## src/rtl/biu_arb_pkg.sv

```systemverilog
`default_nettype none
// ============================================================================
//  Module   : biu_arb_pkg
//  Brief    : Shared types for the bus-interface-unit arbiter.
//  Revision : 1.0
// ============================================================================
package biu_arb_pkg;

    // Memory-port occupancy: IDLE = nothing outstanding, BUSY = response pending
    typedef enum logic [0:0] {
        IDLE = 1'b0,
        BUSY = 1'b1
    } biu_state_e;

    // Requester identity; also the encoding of the last-grant pointer
    typedef enum logic [0:0] {
        REQ_IF = 1'b0,
        REQ_LS = 1'b1
    } req_id_e;

endpackage : biu_arb_pkg
`default_nettype wire

```

## src/rtl/biu_arb_rr_arb2.sv

```systemverilog
`default_nettype none
// ============================================================================
//  Module   : rr_arb2
//  Brief    : Two-way round-robin arbiter with grant lock held until accept.
//  Revision : 1.0
// ============================================================================
module rr_arb2
    import biu_arb_pkg::*;
(
    input  logic    clk,
    input  logic    rst,
    input  logic    i_req_if,
    input  logic    i_req_ls,
    input  logic    i_active,    // grant is being presented downstream
    input  logic    i_gnt_xfer,  // presented grant accepted this cycle
    output req_id_e o_gnt_id,
    output logic    o_gnt_vld
);

    req_id_e r_last;
    req_id_e r_lock_id;
    logic    r_locked;
    logic    w_use_lock;

    // A lock only sticks while its owner keeps requesting
    assign w_use_lock = r_locked & ((r_lock_id == REQ_IF) ? i_req_if : i_req_ls);
    assign o_gnt_vld  = i_req_if | i_req_ls;

    always_comb begin
        o_gnt_id = REQ_IF;
        if (w_use_lock) begin
            o_gnt_id = r_lock_id;
        end else if (i_req_if && i_req_ls) begin
            o_gnt_id = (r_last == REQ_IF) ? REQ_LS : REQ_IF;
        end else if (i_req_ls) begin
            o_gnt_id = REQ_LS;
        end else begin
            o_gnt_id = REQ_IF;
        end
    end

    always_ff @(posedge clk or posedge rst) begin
        if (rst) begin
            r_last    <= REQ_IF;
            r_lock_id <= REQ_IF;
            r_locked  <= 1'b0;
        end else if (i_gnt_xfer) begin
            r_last   <= o_gnt_id;
            r_locked <= 1'b0;
        end else if (i_active && o_gnt_vld) begin
            r_locked  <= 1'b1;
            r_lock_id <= o_gnt_id;
        end
    end

endmodule : rr_arb2
`default_nettype wire

```

## src/rtl/biu_arb.sv

```systemverilog
`default_nettype none
// ============================================================================
//  Module   : biu_arb
//  Brief    : Fetch / load-store arbiter onto a single-outstanding memory port.
//  Revision : 1.0
// ============================================================================
module biu_arb
    import biu_arb_pkg::*;
#(
    parameter int AW = 32,
    parameter int DW = 32
)
(
    input  logic            clk,
    input  logic            rst,
    // fetch channel
    input  logic            if_req_vld,
    output logic            if_req_rdy,
    input  logic [AW-1:0]   if_req_pc,
    output logic            if_rsp_vld,
    input  logic            if_rsp_rdy,
    output logic [DW-1:0]   if_rsp_ir,
    // load/store channel
    input  logic            ls_req_vld,
    output logic            ls_req_rdy,
    input  logic [AW-1:0]   ls_req_addr,
    input  logic            ls_req_wr,
    input  logic [DW-1:0]   ls_req_wdata,
    input  logic [DW/8-1:0] ls_req_wstrb,
    output logic            ls_rsp_vld,
    input  logic            ls_rsp_rdy,
    output logic [DW-1:0]   ls_rsp_rdata,
    // shared memory port
    output logic            mem_req_vld,
    input  logic            mem_req_rdy,
    output logic [AW-1:0]   mem_req_addr,
    output logic            mem_req_wr,
    output logic [DW-1:0]   mem_req_wdata,
    output logic [DW/8-1:0] mem_req_wstrb,
    input  logic            mem_rsp_vld,
    output logic            mem_rsp_rdy,
    input  logic [DW-1:0]   mem_rsp_data
);

    localparam int c_SW = DW / 8;

    biu_state_e r_state;
    biu_state_e w_state_nxt;
    req_id_e    r_owner;
    req_id_e    w_gnt_id;
    logic       w_gnt_vld;
    logic       w_busy;
    logic       w_free;
    logic       w_req_xfer;
    logic       w_rsp_xfer;

    rr_arb2 u_rr_arb2 (
        .clk        (clk),
        .rst        (rst),
        .i_req_if   (if_req_vld),
        .i_req_ls   (ls_req_vld),
        .i_active   (mem_req_vld),
        .i_gnt_xfer (w_req_xfer),
        .o_gnt_id   (w_gnt_id),
        .o_gnt_vld  (w_gnt_vld)
    );

    // Response side: only the owner of the outstanding request sees it
    assign w_busy      = (r_state == BUSY);
    assign mem_rsp_rdy = w_busy & ((r_owner == REQ_IF) ? if_rsp_rdy : ls_rsp_rdy);
    assign w_rsp_xfer  = mem_rsp_vld & mem_rsp_rdy;
    assign if_rsp_vld  = mem_rsp_vld & w_busy & (r_owner == REQ_IF);
    assign ls_rsp_vld  = mem_rsp_vld & w_busy & (r_owner == REQ_LS);
    assign if_rsp_ir    = mem_rsp_data;
    assign ls_rsp_rdata = mem_rsp_data;

    // Port frees up in the same cycle the response drains, giving 1 txn/cycle
    assign w_free      = ~rst & (~w_busy | w_rsp_xfer);
    assign mem_req_vld = w_free & w_gnt_vld;
    assign w_req_xfer  = mem_req_vld & mem_req_rdy;
    assign if_req_rdy  = mem_req_vld & mem_req_rdy & (w_gnt_id == REQ_IF);
    assign ls_req_rdy  = mem_req_vld & mem_req_rdy & (w_gnt_id == REQ_LS);

    always_comb begin
        mem_req_addr  = if_req_pc;
        mem_req_wr    = 1'b0;
        mem_req_wdata = '0;
        mem_req_wstrb = '0;
        if (w_gnt_id == REQ_LS) begin
            mem_req_addr  = ls_req_addr;
            mem_req_wr    = ls_req_wr;
            mem_req_wdata = ls_req_wdata;
            mem_req_wstrb = ls_req_wstrb[c_SW-1:0];
        end
    end

    always_ff @(posedge clk or posedge rst) begin
        if (rst) begin
            r_state <= IDLE;
        end else begin
            r_state <= w_state_nxt;
        end
    end

    always_comb begin
        w_state_nxt = r_state;
        case (r_state)
            IDLE:    if (w_req_xfer) w_state_nxt = BUSY;
            BUSY:    if (w_rsp_xfer && !w_req_xfer) w_state_nxt = IDLE;
            default: w_state_nxt = IDLE;
        endcase
    end

    always_ff @(posedge clk or posedge rst) begin
        if (rst) begin
            r_owner <= REQ_IF;
        end else if (w_req_xfer) begin
            r_owner <= w_gnt_id;
        end
    end

endmodule : biu_arb
`default_nettype wire

```

## config.mk

```make
export PLATFORM = sky130hd
export DESIGN_NAME = biu_arb
export DESIGN_NICKNAME = d
export VERILOG_FILES = /design/src/rtl/biu_arb_pkg.sv /design/src/rtl/biu_arb_rr_arb2.sv /design/src/rtl/biu_arb.sv
export SDC_FILE = /design/constraint.sdc
export NUM_CORES = 1
export LEC_CHECK = 0
export CORE_AREA = 2 2 109 111
export CTS_BUF_LIST = sky130_fd_sc_hd__clkbuf_16
export CTS_CLUSTER_DIAMETER = 50
export DETAILED_ROUTE_END_ITERATION = 12
export DIE_AREA = 0 0 111 113
export GPL_TIMING_DRIVEN = 0
export HOLD_SLACK_MARGIN = 0.08
export MAX_ROUTING_LAYER = met4
export SLEW_MARGIN = 20
export SYNTH_ARGS = -nofsm -noshare
export SYNTH_HDL_FRONTEND = slang
export SYNTH_SLANG_ARGS = --single-unit
```

## constraint.sdc

```tcl
create_clock -name clk -period 2.17 [get_ports clk]
set_input_delay 0.217 -clock clk [delete_from_list [all_inputs] [get_ports clk]]
set_output_delay 0.217 -clock clk [all_outputs]
set_load 0.02 [all_outputs]
```

After elaboration in Yosys (flattened, before gate mapping):

Cells that the tools add are included.

* input bits: 141
* output and inout bits: 139
* bits in registers: 4

* multiplexer cells: 15
* reduce and logical (&&, ||, !) cells: 6
* bitwise gates (word level): 18

Operators with widths (count)
* 2-to-1 mux 32 bit: 2
* AND 1 bit: 11
* 2-to-1 mux 1 bit: 11
* NOT 1 bit: 5
* 2-to-1 mux 4 bit: 1
* logical AND 1 bit: 3
* bitwise OR 1 bit: 2
* case mux 1 bit (2 select lines): 1
* AND reduction 2 bit: 1
* nonzero test 2 bit: 1
* logical NOT 1 bit: 1

Longest topological paths before layout:

* depth after elaboration: 11
* mapped depth: 6
* depth with buffers taken out: 4

Cells and area by module:

From an unflattened synthesis, not the netlist that was laid out.

* cells, all modules: 174
* area, all modules: 1426.4 sq um

Modules (own cells, without submodules)
* biu_arb: sequential area each 50.0 sq um, times used 1, cells an instance 159, area each 1260.0 sq um
* rr_arb2: sequential area each 75.1 sq um, times used 1, cells an instance 15, area each 166.4 sq um

Worst setup path before layout:

Ideal clock, no wire load.

* kind: register to output
* start: register r_owner
* end: output port if_req_rdy
* cell stages (with the launch flop): 5
* setup slack: 0.334 ns
* data arrival time: 1.619 ns
* path through: dfrtp_1 mux2i_1 a2111oi_4 nand2_2 nor2_1

* cells in the longest elaborated chain, start to end: 8
* elaborated cells on any way between the ends: 12

Ends and longest elaborated chain
* start, declared: line biu_arb.sv:49 `req_id_e r_owner;`
* start signal, assigned: line biu_arb.sv:118 `r_owner <= w_gnt_id;`
* 2-to-1 mux 1 bit: line biu_arb.sv:70 `assign mem_rsp_rdy = w_busy & ((r_owner == REQ_IF) ? if_rsp_rdy : ls_rsp_rdy);`
* AND 1 bit: line biu_arb.sv:70
* AND 1 bit: line biu_arb.sv:71 `assign w_rsp_xfer = mem_rsp_vld & mem_rsp_rdy;`
* bitwise OR 1 bit: line biu_arb.sv:78 `assign w_free = ~rst & (~w_busy | w_rsp_xfer);`
* AND 1 bit: line biu_arb.sv:78
* AND 1 bit: line biu_arb.sv:79 `assign mem_req_vld = w_free & w_gnt_vld;`
* via mem_req_vld: line biu_arb.sv:34 `output logic mem_req_vld,`
* AND 1 bit (2 in a row): line biu_arb.sv:81 `assign if_req_rdy = mem_req_vld & mem_req_rdy & (w_gnt_id == REQ_IF);`
* end, declared: line biu_arb.sv:18 `output logic if_req_rdy,`

The timed path passes the listed nets, and every way through them passes these cells.

==> metrics.txt <==
Fmax=478 MHz; Max Clock Skew=0.00302 ns; ANT nets after route=0; Synth Register Bits=4; clk root buf=clkbuf_16; Mapped Cells=171; total die area=12,500 sq um; Initial Utilization=12.4%; setup violators final=0; Sink Count=4; Routed wire per std cell=13.0 um; Synth-to-Final Area Change=181%; IO Pins=280; fin crit period=2.09 ns; critical path class=register to output pin; power per cell area=492 nW/um^2; max incr delay on CP=0.43 ns; TritonRoute pass-1 iters=4; startpoint types=register; Relative slew margins=74.8%; mapped cell area=1390 sq um; die width=111 um; setup slack after layout=0.0765 ns; ant diodes=0; Cell Rows=39; initial antenna violation count=0; number of global-route vias before repair=2,181; Setup TNS=0 ns; register area=101 sq um; Yosys top cell area share=34.5%; share of layout cells above drive strength 1=40.5%; Critical Path Fanout Max=10; routing usage on met1=10.5%; dpl hpwl=6430 um; Residual DRC=0; clock latency on the worst-skew pair=0.22 ns; met2 Usage GRT=21.7%; Via density=3.73; maximum clock insertion buffer count=2; measured slew at the worst slew-check pin=0.368 ns; Required @ worst endpoint=1.95 ns; DR vias=2,118; Top Usage Layer GRT=met2; Top FF cell, synth=dfrtp_1; Post-synth ARST share=100%; CTS tree=done; port bufs=247; Post-synth EDFFs=0; fin cells=568; pin count of the biggest net entering global routing=11; H-tree depth=1; Placement Setup Slack=-0.391 ns; crit-path cells=o211ai_1 -> and2_4 -> buf_6 -> buf_8 -> mux2_2 -> buf_2; cell at the slowest stage of the critical path=dfrtp_2; Power Total=1.92 mW; GR met3 Demand/Resource=3.21%; Crit. End Element=output pin; cell taking the most area after synthesis=buf_4; GRT Overall Usage=10.8%; VDD IR max=0.215 mV; Leakage=1.89 nW; Multi-input gate area=762 sq um; post-synthesis sequential area ratio=7.18%; first-pass GRT wire length=10,800 um; initial DRC count=36; Core Util, Final=34.7%; placed cell count=561; TritonCTS buffer count=3; Fin. Hold Viols=0; Hold Path Class=input port to async pin; fin nets=568; post-synthesis cell type count=23; Overflow after GRT=0; core area=11,300 sq um; mean area per synthesized cell=8.15 sq um; final worst-path cycle share=96.5%; max-cap violations=0; RSZ-0062 raised after global routing=yes; Detailed Route WL=7360 um; Max Slew Vio Count=0; syn_nets=312; status=finished clean; die span in y=113 um; Warnings, synthesis=0; top post-synthesis cells by area=buf_4, mux2_2, and3_1, dfrtp_1, mux2_1; fillers=1,182; Reg clk slew, reported paths=0.03 ns; Critical Path AT=1.88 ns; gp weighted congestion=0.779
[layout by cell type, fill, tap and decap left out]
master           instances
a2111oi_4                1
clkbuf_8                 1
nor2b_2                  1
mux2i_1                  1
and2b_1                  1
clkbuf_16                3
and2b_2                  1
mux2_1                   6
o211ai_1                 1
nor2_1                   4
nand2_1                  2
buf_6                    3
buf_8                    2
o21a_1                   1
clkbuf_2                35
buf_4                   70
and2_4                   1
a22o_1                   1
mux2_4                   1
dfrtp_1                  3
dfrtp_2                  1
nand2b_1                 1
clkdlybuf4s15_1          2
clkbuf_1                 3
nand2_2                  1
clkdlybuf4s50_1        175
dlygate4sd2_1           13
and3_2                   1
mux2_2                  27
and3_1                  38
inv_1                    1
buf_2                   23
[cell type report]
type                    instances  share of cell area [%]
repair buffers                251                    56.6
multi-input cells              90                    19.5
plain buffers                  76                    14.8
well taps                     143                    4.57
flip-flops and latches          4                    2.59
clock buffers                   3                    1.92
inverters                       1                  0.0960
[synth_stat cells (2+ instances only)]
cell type and n:
buf_4 64, and3_1 38, mux2_2 27, clkbuf_1 8, mux2_1 6, buf_2 4, dfrtp_1 4, nor2_1 4
nand2_1 2
[flip-flops by register name (all words and copies together) (netlist names)]
register	count
u_rr_arb2.r_lock_id	1
u_rr_arb2.r_locked	1
r_owner	1
r_state	1
[path summary, 6_finish.rpt]
path                                        to  slack [ns]  depth (start not counted)           startpoint
max                            mem_req_addr[9]        0.08                          6              r_owner
min                                    r_state        0.31                          2                  rst
min in group clk           u_rr_arb2.r_lock_id        0.48                          1  u_rr_arb2.r_lock_id
max reg2reg                u_rr_arb2.r_lock_id        0.44                          5              r_owner
max in group asynchronous              r_owner        1.69                          2                  rst
min reg2reg                u_rr_arb2.r_lock_id        0.48                          1  u_rr_arb2.r_lock_id
[through the flow]
stage | cell area (sq um) | hold slack (ns)
2_1_floorplan | 1390 | -0.0169
3_3_place_gp | 4050 | 0.469
3_5_place_dp | 4050 | 0.481
4_1_cts | 4020 | 0.317
5_1_grt | 3910 | 0.341
6_report | 3910 | 0.306
[cells by family after synthesis]
| family | count (synthesis) | synth area share, % |
|---|---|---|
| flops | 4 | 7.18 |
| mux | 35 | 28.5 |
| buf+inv | 77 | 38.3 |
| compound gates | 4 | 3.68 |
| simple gates | 51 | 22.4 |
[report_power, final]
part           total (mW)  internal, mW  switching [mW]
combinational        1.50         0.798           0.703
clock               0.286         0.235          0.0507
sequential          0.138         0.106          0.0317
[worst max-delay path: cells and delay by family, from the launching register on]
| kind | cells | cell delay (ns) |
|---|---|---|
| AO/OA/AOI/OAI | 1 | 0.24 |
| buffers and inverters | 3 | 0.43 |
| flip-flops | 1 | 0.43 |
| multiplexers | 1 | 0.34 |
| AND/OR/NAND/NOR | 1 | 0.20 |
[what timing repair did]
item / 4_1_cts / 5_1_grt
gates cloned: 1 / 0
endpoints found under the setup margin: 72 / 38
buffers inserted: 2 / 1
gates resized for setup: 170 / 68
hold buffers: 0 / 0
pin swaps: 3 / 2
[routing by layer]
metal | up-vias | wire length [um]
met5 | - | 0
met4 | 0 | 36
met3 | 2 | 824
met2 | 162 | 4000
met1 | 922 | 2500
li1 | 1032 | -
(Power assumes the default switching activity.)
